<file path="src/rtl/menu_pkg.sv">
// Shared definitions for the menu/app state controller.
//   ST_MENU / ST_APP_BASE / ST_TRANSIT : 4-bit system state codes
//   fsm_t                              : controller FSM states
//   app_code()                         : state code for a given menu item
package menu_pkg;

    localparam int unsigned NUM_MENU_ITEMS = 4;
    localparam int unsigned SEL_W          = $clog2(NUM_MENU_ITEMS);
    localparam int unsigned STATE_W        = 4;

    localparam logic [STATE_W-1:0] ST_MENU     = 4'h0;
    localparam logic [STATE_W-1:0] ST_APP_BASE = 4'h1;
    localparam logic [STATE_W-1:0] ST_TRANSIT  = 4'hF;

    typedef enum logic [1:0] {
        MENU,
        ENTER,
        APP,
        EXIT
    } fsm_t;

    // App state code: menu item 0..3 maps onto 0x1..0x4, no wrap possible.
    function automatic logic [STATE_W-1:0] app_code(input logic [SEL_W-1:0] sel);
        return {{(STATE_W-SEL_W){1'b0}}, sel} + ST_APP_BASE;
    endfunction

endpackage

</file>
<file path="src/rtl/press_hold_timer.sv">
// Long-press detector for the back button.
// Counts consecutive cycles of 'level' while 'enable' is high and raises
// 'fire' for exactly one cycle once HOLD_CYCLES have been seen. After firing
// it stays quiet until 'level' drops, so one hold produces one event.
// Ports:
//   clk, reset : clock and synchronous active-high reset
//   level      : debounced button level
//   enable     : counting allowed (controller is in an app)
//   count      : current hold count
//   fire       : one-cycle long-press event (registered)
module press_hold_timer #(
    parameter int unsigned HOLD_CYCLES = 6250000
) (
    input  logic                               clk,
    input  logic                               reset,
    input  logic                               level,
    input  logic                               enable,
    output logic [$clog2(HOLD_CYCLES+1)-1:0]   count,
    output logic                               fire
);

    localparam int unsigned CNT_W = $clog2(HOLD_CYCLES + 1);
    localparam logic [CNT_W-1:0] LAST = CNT_W'(HOLD_CYCLES - 1);

    logic armed;

    // Hold counter; re-arms only when the button is released.
    always_ff @(posedge clk) begin
        if (reset) begin
            count <= '0;
            armed <= 1'b1;
            fire  <= 1'b0;
        end else begin
            fire <= 1'b0;
            if (!level) begin
                count <= '0;
                armed <= 1'b1;
            end else if (!enable) begin
                count <= '0;
            end else if (armed) begin
                if (count == LAST) begin
                    fire  <= 1'b1;
                    armed <= 1'b0;
                    count <= '0;
                end else begin
                    count <= count + CNT_W'(1);
                end
            end
        end
    end

endmodule

</file>
<file path="src/rtl/menu_state_ctrl.sv">
// Menu / app state controller.
// Enters the highlighted app on confirm and returns to the menu on back or on
// an app request. Every transition passes through a blanking window of
// SETTLE_CYCLES cycles during which the state code reads 0xF and 'blank' is
// high, so the display never shows a half-drawn frame.
// Build option: LONG_PRESS_EXIT_EN -- back requires holding btnL_level for
// LONG_PRESS_CYCLES cycles instead of a single btnL_pulse.
// Ports:
//   CLOCK, reset : clock and synchronous active-high reset
//   menu_sel     : highlighted menu item 0..3
//   btnC_pulse   : confirm pulse
//   btnL_pulse   : back pulse (ignored with LONG_PRESS_EXIT_EN)
//   btnL_level   : back button level (used only with LONG_PRESS_EXIT_EN)
//   app_done     : app requests return to the menu
//   state        : 0x0 menu, 0x1..0x4 app, 0xF transit (registered)
//   blank        : high during transit (registered)
//   state_chg    : one-cycle pulse when state settles on a new value (registered)
module menu_state_ctrl
    import menu_pkg::*;
#(
    parameter int unsigned SETTLE_CYCLES     = 1024,
    parameter int unsigned LONG_PRESS_CYCLES = 6250000
) (
    input  logic       CLOCK,
    input  logic       reset,
    input  logic [1:0] menu_sel,
    input  logic       btnC_pulse,
    input  logic       btnL_pulse,
    input  logic       btnL_level,
    input  logic       app_done,
    output logic [3:0] state,
    output logic       blank,
    output logic       state_chg
);

    localparam int unsigned CNT_W = $clog2(SETTLE_CYCLES + 1);
    localparam logic [CNT_W-1:0] CNT_LAST = CNT_W'(SETTLE_CYCLES - 1);

    fsm_t              fsm_q, fsm_d;
    logic [CNT_W-1:0]  cnt_q, cnt_d;
    logic [1:0]        sel_q, sel_d;
    logic [3:0]        state_d;
    logic              blank_d;
    logic              state_chg_d;
    logic              exit_evt_c;

`ifdef LONG_PRESS_EXIT_EN
    localparam int unsigned HOLD_W = $clog2(LONG_PRESS_CYCLES + 1);

    logic              hold_fire;
    logic [HOLD_W-1:0] unused_hold_count;
    logic              unused_btn_c;

    press_hold_timer #(
        .HOLD_CYCLES (LONG_PRESS_CYCLES)
    ) u_hold (
        .clk    (CLOCK),
        .reset  (reset),
        .level  (btnL_level),
        .enable (fsm_q == APP),
        .count  (unused_hold_count),
        .fire   (hold_fire)
    );

    assign exit_evt_c   = hold_fire | app_done;
    assign unused_btn_c = btnL_pulse;
`else
    logic unused_btn_c;

    assign exit_evt_c   = btnL_pulse | app_done;
    assign unused_btn_c = ^{btnL_level, 32'(LONG_PRESS_CYCLES)};
`endif

    // State, counter and output registers.
    always_ff @(posedge CLOCK) begin
        if (reset) begin
            fsm_q     <= MENU;
            cnt_q     <= '0;
            sel_q     <= '0;
            state     <= ST_MENU;
            blank     <= 1'b0;
            state_chg <= 1'b0;
        end else begin
            fsm_q     <= fsm_d;
            cnt_q     <= cnt_d;
            sel_q     <= sel_d;
            state     <= state_d;
            blank     <= blank_d;
            state_chg <= state_chg_d;
        end
    end

    // Next-state and next-output logic.
    always_comb begin
        fsm_d       = fsm_q;
        cnt_d       = cnt_q;
        sel_d       = sel_q;
        state_d     = state;
        blank_d     = blank;
        state_chg_d = 1'b0;

        unique case (fsm_q)
            MENU: begin
                if (btnC_pulse) begin
                    sel_d   = menu_sel;
                    cnt_d   = '0;
                    fsm_d   = ENTER;
                    state_d = ST_TRANSIT;
                    blank_d = 1'b1;
                end
            end
            ENTER: begin
                if (cnt_q == CNT_LAST) begin
                    cnt_d       = '0;
                    fsm_d       = APP;
                    state_d     = app_code(sel_q);
                    blank_d     = 1'b0;
                    state_chg_d = 1'b1;
                end else begin
                    cnt_d = cnt_q + CNT_W'(1);
                end
            end
            APP: begin
                // Back and app_done together still yield a single exit.
                if (exit_evt_c) begin
                    cnt_d   = '0;
                    fsm_d   = EXIT;
                    state_d = ST_TRANSIT;
                    blank_d = 1'b1;
                end
            end
            EXIT: begin
                if (cnt_q == CNT_LAST) begin
                    cnt_d       = '0;
                    fsm_d       = MENU;
                    state_d     = ST_MENU;
                    blank_d     = 1'b0;
                    state_chg_d = 1'b1;
                end else begin
                    cnt_d = cnt_q + CNT_W'(1);
                end
            end
            default: begin
                fsm_d = MENU;
            end
        endcase
    end

endmodule
</file>
<file path="config.mk">
export PLATFORM = sky130hd
export DESIGN_NAME = menu_state_ctrl
export DESIGN_NICKNAME = d
export VERILOG_FILES = /design/src/rtl/menu_pkg.sv /design/src/rtl/press_hold_timer.sv /design/src/rtl/menu_state_ctrl.sv
export SDC_FILE = /design/constraint.sdc
export NUM_CORES = 1
export LEC_CHECK = 0
export BUFFER_PORTS_ARGS = -buffer_cell sky130_fd_sc_hd__clkbuf_2
export CORE_MARGIN = 3
export CORE_UTILIZATION = 52
export CTS_BUF_LIST = sky130_fd_sc_hd__clkbuf_4 sky130_fd_sc_hd__clkbuf_8
export CTS_CLUSTER_DIAMETER = 40
export DETAILED_ROUTE_END_ITERATION = 10
export GPL_TIMING_DRIVEN = 0
export PLACE_DENSITY = 0.76
export SYNTH_ARGS = -nofsm -noshare
export SYNTH_HDL_FRONTEND = slang
export SYNTH_SLANG_ARGS = --single-unit
</file>
<file path="constraint.sdc">
create_clock -name CLOCK -period 1.75 [get_ports CLOCK]
set_input_delay 0.2625 -clock CLOCK [delete_from_list [all_inputs] [get_ports CLOCK]]
set_output_delay 0.2625 -clock CLOCK [all_outputs]
set_load 0.005 [all_outputs]
</file>
==> run metrics <==
number of vias per cell around 5.7; DRC violations left 0; drt pass-1 iters 4; H-tree depth 1; Sequential Power Share 40.0%; grt total ovfl 0; Core Rows 15; max cap viols 0; status finished, final reports clean; asr flop ratio synth 0%; # hold bufs at CTS 0; global-route wire length before repair 3530 µm; post-synthesis sequential area ratio between 40% and 50%; Clk pwr share 15.5%; initial antenna violation count 0; chip height roughly 51 µm; worst-case clock buffer depth 2; Final Critical Period 1670 ps; clk_lat worst skew 310 ps; reg2reg end state[0]$_SDFFE_PP0P_; core footprint 1800 µm²; largest net degree at the start of global routing 12; area grow syn2layout 25.6%; cell area after synthesis 1040 µm²; Starting Density 57.7%; routed via count roughly 900; setup_tns 0 ps; clk sinks 21; CP peak stage delay 440 ps; VDD IR max between 1 and 1.5 mV; Layout Nets about 150; sw frac 37.5%; Top FF cell, synth dfxtp_1; CP Class reg2reg; clock root cell clkbuf_4; dpl cell area ~1100 µm²; die footprint 2570 µm²; Die X 50.7 µm; share of power burned in combinational logic 44.5%; Post-Syn Instances 112; crit path DAT 1910 ps; final setup fails 0; number of synthesis warnings 0; Finished Cell Area approximately 1300 µm²; Slowest-stage cell, CP o32a_1; type of the most critical hold path in2reg; Mapped Nets 127; crit path launch type flop; worst r2r src cnt_q[7]$_SDFFE_PP0P_; worst-path maximum fanout 6; #FFs+latches synth 21; leakage around 0.50 nW; fin crit share a little over nine tenths; Worst-path clk slew 110 ps; num ports 14; Hold Path End cnt_q[10]$_SDFFE_PP0P_; worst-path cell chain nand4b_1, o32a_1, or2_4, a221oi_2; leading cell type in the layout, fill and taps excluded dfxtp_1; Net Sw Power 0.000607 W; GRT Total Usage between 10% and 20%; most frequent cells in the layout 15 x dfxtp_1, 12 x clkbuf_2, 9 x nand2_1; actual slew at the worst max-slew pin 341 ps; number of global-route vias before repair 812; WL final 2110 µm; R2R cell count 4; Ant. Diodes 0; RD Place Congestion 0.858; Iter 0 DRT Violations 21; TritonCTS clock tree yes; port bufs 12; Internal between 0.001 and 0.0015 W; Setup Skew 3.02 ps; final slew viol count 0; pwr/cell area 1240 nW/µm²; slew margin rel. 77.1%; Worst EP required roughly 2000 ps; Num CTS Buffers 3; layout cells sized above 1 39.8%; Synth cell types 35; Pwr Total 0.00162 W; Reg2Reg Setup Slack 80 ps; syn avg cell area 9.28 µm²; maximum clock rate around 0.6 GHz; hold depth 2; HP Start reset; detailed placement HPWL 1440 µm; final hold viol count 0; number of synthesized flops with an enable pin 0; filler cell count approximately 140; Final ANT Viol Nets 0; crit end category flop; Routed wire per std cell between 10 and 15 µm
state kept, by name, indices dropped and copies added, names as in the netlist:
register	flops
state_chg	1
state	4
fsm_q	2
sel_q	2
cnt_q	11
blank	1
cell usage after synthesis (2+ instances only):
cell type | count | area, µm²
a31oi_1 | 2 | 12.5
nand4b_1 | 2 | 17.5
nor3_1 | 6 | 30.0
or2_2 | 2 | 12.5
nor2_1 | 7 | 26.3
nand4_1 | 2 | 12.5
a21oi_1 | 5 | 25.0
nand3_1 | 7 | 35.0
buf_2 | 2 | 10.0
a221oi_2 | 3 | 45.0
xor2_1 | 6 | 52.6
o21ai_0 | 4 | 20.0
nor4_1 | 2 | 12.5
nand2b_1 | 3 | 18.8
nand2_1 | 9 | 33.8
ha_1 | 7 | 87.6
inv_1 | 5 | 18.8
dfxtp_1 | 21 | 420
metrics by stage:
| step | worst slack (ps) | util [%] | hold slack [ps] | std cells |
|---|---|---|---|---|
| after CTS | 11.1 | 66.3 | 170 | 153 |
| final | 76.2 | 72.5 | 173 | 158 |
| after floorplan | 88.9 | - | 339 | 112 |
| after detailed placement | -125 | 62.8 | 450 | 149 |
| after global routing | -15.2 | 72.5 | 187 | 158 |
| after global placement | -106 | 62.8 | 451 | 149 |
cell type report:
type	count	area [µm²]	area share, %
Multi-Input combinational cell	83	667	51.1
Buffer	3	31.3	2.39
Tap cell	25	31.3	2.39
Clock buffer	4	30.0	2.30
Inverter	5	21.3	1.63
Sequential cell	21	430	33.0
Timing Repair Buffer	17	95.1	7.28
power by group through the flow:
stage	registers [W]	logic, W	clock network (W)
finish	0.000648	0.000721	0.000252
detailed placement	0.000633	0.000569	0
CTS	0.000626	0.000606	0.000251
floorplan	0.000630	0.000424	0
global route	0.000663	0.000819	0.000261
global placement	0.000631	0.000555	0
cells by family after synthesis:
logic type | Yosys count | synth area share [%]
AND/OR/NAND/NOR | 51 | 28.0
flip-flops | 21 | 40.4
AO/OA/AOI/OAI | 19 | 14.6
buffers and inverters | 8 | 3.49
adder cells (fa/ha/maj) | 7 | 8.42
XOR/XNOR | 6 | 5.05
repair_timing:
action	in CTS	in global routing
endpoints found under the hold margin	0	0
gates cloned	0	1
gates resized for setup	8	20
setup buffers	0	4
setup endpoints to repair	17	13
pin swaps	0	3
worst max-delay path by stage:
stage | startpoint | end | slack (ps) | depth (start not counted)
after detailed placement | fsm_q[0]$_SDFFE_PP0P_ | cnt_q[7]$_SDFFE_PP0P_ | -120 | 7
after floorplan | fsm_q[0]$_SDFFE_PP0P_ | cnt_q[7]$_SDFFE_PP0P_ | 90 | 7
after CTS | fsm_q[0]$_SDFFE_PP0P_ | cnt_q[10]$_SDFFE_PP0P_ | 10 | 7
after global routing | cnt_q[7]$_SDFFE_PP0P_ | state[0]$_SDFFE_PP0P_ | -20 | 4
final | cnt_q[7]$_SDFFE_PP0P_ | state[0]$_SDFFE_PP0P_ | 80 | 4
after global placement | fsm_q[0]$_SDFFE_PP0P_ | cnt_q[9]$_SDFFE_PP0P_ | -110 | 7
critical path: cells and delay by family (launching register included):
family	cells	cell delay, ps
flops	1	430
simple gates	2	470
compound gates	2	690
per-layer routing:
metal / GRT usage (%) / vias up / wire length (µm)
li1: - / 447 / -
met1: 21.9 / 426 / 988
met2: 30.9 / 22 / 1010
met3: 2.97 / 2 / 90
met4: 6.73 / 0 / 27
met5: 0 / - / 0
No activity file was read; power rests on OpenSTA's default activity.
